[src/rtl/prefix_subtractor_pipe.sv]
// Two-stage pipelined 16-bit subtractor: A + ~B + ~bin through a Kogge-Stone
// carry network (distances 1,2 in stage 1; 4,8 in stage 2) behind valid/ready.
module prefix_subtractor_pipe (
    input  logic        clk,
    input  logic        rst,
    input  logic        in_valid,
    output logic        in_ready,
    input  logic [15:0] minuend,
    input  logic [15:0] subtrahend,
    input  logic        bin,
    output logic        out_valid,
    input  logic        out_ready,
    output logic [15:0] diff,
    output logic        bout,
    output logic        zero
);

    logic [15:0] w_nb;
    logic        w_c0;
    logic [15:0] w_p0, w_g0;
    logic [15:0] w_p1, w_g1;
    logic [15:0] w_p2, w_g2;
    logic [15:0] w_p3, w_g3;
    logic [15:0] w_g4;
    logic [15:0] w_carry;
    logic [15:0] w_diff;
    logic        w_adv1, w_adv2;
    logic        w_unused;

    logic [15:0] r_a, r_nb, r_p2, r_g2;
    logic        r_c0, r_s1_valid;
    logic [15:0] r_diff;
    logic        r_bout, r_zero, r_s2_valid;

    assign w_nb = ~subtrahend;
    assign w_c0 = ~bin;

    // Bit 0 absorbs the carry-in, so its group has no propagate term left.
    assign w_p0 = {minuend[15:1] | w_nb[15:1], 1'b0};
    assign w_g0 = {minuend[15:1] & w_nb[15:1],
                   (minuend[0] & w_nb[0]) | ((minuend[0] | w_nb[0]) & w_c0)};

    // Stage 1 prefix levels: distance 1 then 2 (span 4 at every bit).
    generate
        for (genvar gi = 0; gi < 16; gi++) begin : g_lvl1
            if (gi >= 1) begin : g_comb
                assign w_p1[gi] = w_p0[gi] & w_p0[gi-1];
                assign w_g1[gi] = w_g0[gi] | (w_p0[gi] & w_g0[gi-1]);
            end else begin : g_pass
                assign w_p1[gi] = w_p0[gi];
                assign w_g1[gi] = w_g0[gi];
            end
        end
        for (genvar gi = 0; gi < 16; gi++) begin : g_lvl2
            if (gi >= 2) begin : g_comb
                assign w_p2[gi] = w_p1[gi] & w_p1[gi-2];
                assign w_g2[gi] = w_g1[gi] | (w_p1[gi] & w_g1[gi-2]);
            end else begin : g_pass
                assign w_p2[gi] = w_p1[gi];
                assign w_g2[gi] = w_g1[gi];
            end
        end
    endgenerate

    // Stage 2 prefix levels: distance 4 then 8 from the registered groups.
    generate
        for (genvar gi = 0; gi < 16; gi++) begin : g_lvl3
            if (gi >= 4) begin : g_comb
                assign w_p3[gi] = r_p2[gi] & r_p2[gi-4];
                assign w_g3[gi] = r_g2[gi] | (r_p2[gi] & r_g2[gi-4]);
            end else begin : g_pass
                assign w_p3[gi] = r_p2[gi];
                assign w_g3[gi] = r_g2[gi];
            end
        end
        for (genvar gi = 0; gi < 16; gi++) begin : g_lvl4
            if (gi >= 8) begin : g_comb
                assign w_g4[gi] = w_g3[gi] | (w_p3[gi] & w_g3[gi-8]);
            end else begin : g_pass
                assign w_g4[gi] = w_g3[gi];
            end
        end
    endgenerate

    // Low-half propagates are already folded into their generates.
    assign w_unused = ^w_p3[7:0];

    assign w_carry = {w_g4[14:0], r_c0};
    assign w_diff  = r_a ^ r_nb ^ w_carry;

    assign w_adv2   = !r_s2_valid | out_ready;
    assign w_adv1   = !r_s1_valid | w_adv2;
    assign in_ready = w_adv1 & !rst;

    always_ff @(posedge clk) begin
        if (rst) begin
            r_s1_valid <= 1'b0;
            r_a        <= '0;
            r_nb       <= '0;
            r_p2       <= '0;
            r_g2       <= '0;
            r_c0       <= 1'b0;
        end else if (w_adv1) begin
            r_s1_valid <= in_valid;
            if (in_valid) begin
                r_a  <= minuend;
                r_nb <= w_nb;
                r_p2 <= w_p2;
                r_g2 <= w_g2;
                r_c0 <= w_c0;
            end
        end
    end

    always_ff @(posedge clk) begin
        if (rst) begin
            r_s2_valid <= 1'b0;
            r_diff     <= '0;
            r_bout     <= 1'b0;
            r_zero     <= 1'b0;
        end else if (w_adv2) begin
            r_s2_valid <= r_s1_valid;
            if (r_s1_valid) begin
                r_diff <= w_diff;
                r_bout <= ~w_g4[15];
                r_zero <= (w_diff == 16'h0000);
            end
        end
    end

    assign out_valid = r_s2_valid;
    assign diff      = r_diff;
    assign bout      = r_bout;
    assign zero      = r_zero;

endmodule

[config.mk]
export PLATFORM = sky130hd
export DESIGN_NAME = prefix_subtractor_pipe
export DESIGN_NICKNAME = d
export VERILOG_FILES = /design/src/rtl/prefix_subtractor_pipe.sv
export SDC_FILE = /design/constraint.sdc
export NUM_CORES = 1
export LEC_CHECK = 0
export CAP_MARGIN = 5
export CORE_MARGIN = 5
export CORE_UTILIZATION = 30
export DETAILED_ROUTE_END_ITERATION = 7
export GPL_TIMING_DRIVEN = 0
export HOLD_SLACK_MARGIN = 0.15
export PLACE_DENSITY_LB_ADDON = 0.05
export SYNTH_ARGS = -nofsm -noshare
export SYNTH_HDL_FRONTEND = slang
export SYNTH_SLANG_ARGS = --single-unit
[constraint.sdc]
create_clock -name clk -period 2.9 [get_ports clk]
set_input_delay 0.29 -clock clk [delete_from_list [all_inputs] [get_ports clk]]
set_output_delay 0.29 -clock clk [all_outputs]
set_load 0.02 [all_outputs]
==> results.toml <==
[synth]
synth_most_common_cell = "dfxtp_1"
ys.flop_type = "dfxtp_1"
ys_top_cells_by_count = "81 x dfxtp_1, 71 x nor2_1, 63 x nand2_1"
ys_seq_area_frac = 0.441
synth.area.top_cells = "dfxtp_1 44%, nor2_1 7.2%, a211oi_1 6.7%"
ys_async_sr_fraction = 0
ys_ff_latch = 81
syn_inst = 457
synth.distinct_cells = 34
ys_warn_count = 0
synth_top_area_cell = "dfxtp_1"
syn_area_mm2 = 0.00368
synth_area_per_cell_um2 = 8.05
yosys.area.top_type_share = 0.441
synth_nets = 494
synth-edff-count = 0

[clock_tree]
numCtsBuffers = 9
clk_pin_slew_ns = 0.06
clock_latency_ns = 0.34
post_cts_resized = 0
cts_setup_buffers = 0
tritoncts = "built"
clk_path_buf_depth = 2
clock-sinks = 81
cts_hold_buffers = 0
htreeDepth = 3
clock_tree.root_cell = "clkbuf_16"

[global_routing]
grtUsageMet3 = 0.0290
grt.busiest_layer = "met2"
grtUsageMet2 = 0.251
antenna_found_initial = 0
gr-usage-met1 = 0.227
grt_max_degree = 12
grt.overflow.total = 0
track_usage = 0.163
grt_first_pass_wirelength_um = 18100
grt_pass1_vias = 3310

[worst_setup_path]
crit_type = "input pin to output pin"
crit_arrival_ns = 2.36
crit_chain = "clkdlybuf4s50_1, clkbuf_1, clkbuf_1, a21oi_1, clkdlybuf4s50_1"
end_kind = "output pin"
worst-path-max-fanout = 10
required_ns = 2.61
startpoint = "rst"
slowest_delay_ns = 0.56
reg2reg_from = "out_valid"
slowest_stage = "clkdlybuf4s50_1"
start_kind = "input pin"

[sta]
final.min_clock_period_ns = 2.65
setup_tns_ns = 0
hold_viol = 0
report.final.slew_viol_count = 0
timing.fmax_mhz = 377
fin_skew_ns = 0.00590
slew_headroom = 0.533
setup_violations = 0
tightest_slew_ns = 0.701
rsz0062_at_grt = "false"
finalCritPeriodShare = 0.915

[power]
sw_frac_of_total = 0.280
power_uw = 2780
max-vdd-ir-drop_mv = 0.214
p_sw_uw = 779
p_comb_frac = 0.187
internal_power_uw = 2000
p_leak_uw = 0.00177
power_frac_clock = 0.368
power_density_mw_per_mm2 = 595
pwr-share-seq = 0.444

[floorplan]
core_mm2 = 0.0120
num_rows = 40
initial_utilization = 0.306
die_h_um = 121
die_width_um = 121
die-area_mm2 = 0.0146
pin_count = 57

[run_status]
status = "complete, no violations"

[placed_design]
portBuffers = 56
dp_hpwl_um = 8600
place_congestion = 0.767

[drt]
drcViolationCount = 0
wirelength_um = 11300
ant_nets = 0
wl_per_cell_um = 16.8
via_per_inst = 4.90
firstDrtPassIters = 4
vias = 3300
drt-initial-drc-count = 171

[hold_path]
hold_path_class = "flop to flop"
holdCritStartpoint = "diff[3]"

[layout]
diodes = 0
synthToLayoutAreaGrowth_pct = 27.1
fillerInstances = 1277
drive_above_1_share = 0.0513
nets = 561

[job]
cap_violations = 0
## layout by cell type (no fill, tap or decap), drive strengths merged, types with 2 or more instances in the layout
cell,n
dfxtp,81
o21bai,2
a21o,6
maj3,8
a22oi,2
nand3b,2
a311oi,3
and2,2
o21ai,14
nor2b,11
nand2b,11
a21oi,46
nand4,3
inv,12
clkdlybuf4s50,56
nor2,72
o211ai,3
nor3,14
a21boi,2
buf,10
xnor2,24
a211oi,33
nor4,2
clkbuf,28
nand2,63
xor2,8
nand3,4
## layer usage
metal / up-vias / share of wire
met1: 1534 / 0.49
li1: 1682 / -
met3: 12 / 0.048
met2: 72 / 0.44
met4: 0 / 0.016
met5: - / 0
## through the flow
stage | worst slack, ns | utilization | cell area [µm²] | instances | hold slack [ns]
6_report | 0.248 | 0.389 | 4680 | 673 | 0.452
5_1_grt | 0.117 | 0.389 | 4680 | 673 | 0.476
4_1_cts | 0.204 | 0.389 | 4680 | 673 | 0.456
3_5_place_dp | 0.211 | 0.368 | 4430 | 660 | 0.448
3_3_place_gp | 0.244 | 0.368 | 4430 | 660 | 0.441
2_1_floorplan | 1.37 | - | 3680 | 457 | 0.386
## power by group through the flow
stage / sequential (µW) / combinational [µW] / clock [µW]
6_report: 1240 / 520 / 1020
5_1_grt: 1250 / 575 / 1090
4_1_cts: 1240 / 526 / 1050
3_5_place_dp: 1260 / 525 / 0
3_3_place_gp: 1260 / 522 / 0
2_1_floorplan: 1270 / 293 / 0
## cell families after synthesis
group	Yosys count	synth area share
AOI/OAI and AO/OA	113	0.192
xor gates and xnor gates	32	0.0782
adders and majority gates	8	0.0218
buffers and inverters	38	0.0455
DFF	81	0.441
and+or+nand+nor	185	0.222
## critical path, delay by kind of cell
kind,cells,cell delay [ns]
AO/OA/AOI/OAI,1,0.08
buffers and inverters,4,1.98
## flip-flops by register name (all words and copies together), names as in the netlist, 12 cells and up
signal	count
r_g2	16
r_p2	12
diff	16
r_a	16
r_nb	16
## cell type report
class	count	area (µm²)	area share
plain buffers	26	123	0.0262
clock buffers	12	246	0.0527
clock inverters	1	5.00	0.00107
inverters	12	45.0	0.00963
multi-input cells	338	1890	0.404
flip-flops and latches	81	1620	0.347
well taps	147	184	0.0393
repair buffers	56	561	0.120
## final timing paths
check / to / slack [ns] / cells after the start
setup reg to reg: r_a[12] / 1.13 / 6
hold / removal: diff[3] / 0.45 / 2
hold reg to reg: diff[3] / 0.45 / 2
setup / recovery: in_ready / 0.25 / 5
(Power assumes the default switching activity.)
==> variant, RTL diff (same flow settings) <==
Reset style: asynchronous (`rst`), changed in 2 clocked blocks.
--- a/src/rtl/prefix_subtractor_pipe.sv
+++ b/src/rtl/prefix_subtractor_pipe.sv
@@ -94,3 +94,3 @@
 
-    always_ff @(posedge clk) begin
+    always_ff @(posedge clk or posedge rst) begin
         if (rst) begin
@@ -114,3 +114,3 @@
 
-    always_ff @(posedge clk) begin
+    always_ff @(posedge clk or posedge rst) begin
         if (rst) begin
Function: differs if rst is asserted again (counterexample within 4 cycles, from zero or initial values and one cycle with rst high); with rst held inactive, the same outputs for 10 cycles.
==> variant against the original RTL <==
- utilization grew 0.97 points
- first-iteration DRC count shrank 7.0%
- register-to-register slack lost 0.06 ns
- wire length shrank 7.4%
- fmax grew 39%
- die area grew 4.3%
- non-clock buffer count shrank 12
- synthesized area grew 4.7%
- sequential cell count is the same
- worst setup slack gained 0.74 ns
- cell count shrank 5.6%
- clock skew grew 0.00063 ns
- cell area grew 7.7%
Power is not compared: it rests on default switching activity, and its combinational part moved more than twofold at a synthesized area within 25%.
==> variant: results (changes against the original RTL) <==
• **Crit path arrival time** 1.62 ns, -0.74 ns
• **pre-CTS worst setup slack** 0.731 ns, +0.520 ns
• **worst slew pin tran** 0.674 ns, -0.0268 ns
• **HPWL reported at the end of detailed placement** 7.77 mm, -9.6%
• **Post-synth ARST share** 100%, +100 points
• **wire length of the first global-routing pass** 17.2 mm, -5.2%
• **number of instances in the synthesized netlist** 390, -15%
• **share of the synthesized area in compound gates (AO/OA/AOI/OAI)** 15.3%, -4.0 points
• **maximum number of pins on one net before global-route repair** 67, +55
• **Signal inverters** 15, +3
• **initial drt markers** 159, -7.0%
• **Multi-input comb cells** 281, -17%
• **Placed Cells incl. Taps** 619, -6.2%
• **share of synthesized area occupied by flip-flops and latches** 52.6%, +8.6 points
• **net count after synthesis** 427, -14%
• **Hold Crit Class** in2async
• **share of post-route cells with drive strength above 1** 9.94%, +4.8 points
• **area fraction of clock buffers and clock inverters** 7.50%, +2.1 points
• **non-clock buffer instance count of the final layout** 70, -15%
• **reg-to-reg startpoint** r_nb[8]
• **maximum clock skew at final layout** 0.00653 ns, +0.000628 ns
• **register share of the cell area** 40.2%, +5.6 points
• **proportion of synthesized area in mux cells** 6.43%, +6.4 points
• **setup slack after layout** 0.991 ns, +0.743 ns
• **adder and majority gate portion of the synthesized area** 1.04%, -1.1 points
• **routability congestion estimate from global placement** 0.789, +2.9%
• **Multi-input gate area** 1710 um2, -9.4%
• **cell types with the largest area share after synthesis** dfrtp_1 (53%), nand2_1 (6.9%), o21ai_0 (6.5%)
• **endpoint of the worst-slack reg-to-reg timing path** zero
• **number of global-route vias before repair** 3118, -5.8%
• **Final nets** 495, -12%
• **outcome** finished, final reports clean
• **distinct cell type count of the synthesized netlist** 30, -12%
• **most used standard cells in the synthesized netlist** dfrtp_1 (81), nand2_1 (71), o21ai_0 (50), xnor2_1 (28), mux2_2 (22)
• **synthesized-area fraction occupied by xor and xnor cells** 7.28%, -0.54 points
• **WL per Instance** 16.5 um, -1.8%
• **clk_buf instances** 11, -1
• **main combinational cell family by area after synthesis** compound AO/OA/AOI/OAI gates
• **Max Fanout on Critical Path** 3, -7
• **area post-placement** 4660 um2, +5.3%
-- variant: cell count changes after synthesis, moves of 14 or more --
| cell | before | now |
|---|---|---|
| nor3_1 | 14 | 0 |
| dfrtp_1 | 0 | 81 |
| a21oi_1 | 46 | 19 |
| nor2_1 | 71 | 11 |
| a211oi_1 | 33 | 2 |
| o21ai_0 | 14 | 50 |
| dfxtp_1 | 81 | 0 |
| mux2_2 | 0 | 22 |
-- variant: per-stage QoR --
stage / power (mW) / hold WS, ns / util, %
after floorplan: 2.14 / 0.398 / -
after global placement: 2.61 / 0.440 / 36.7
after detailed placement: 2.63 / 0.444 / 36.9
after CTS: 4.08 / 0.267 / 39.9
after global routing: 4.24 / 0.310 / 39.9
final: 4.02 / 0.263 / 39.9
-- variant: routing by layer --
layer  share of wire [%]  vias to the layer above  GRT usage (%)
li1                    -                     1471              -
met1                  49                     1393           22.0
met2                  44                       62           22.8
met3                 5.2                       12           2.20
met4                 1.6                        0           5.61
met5                   0                        -              0
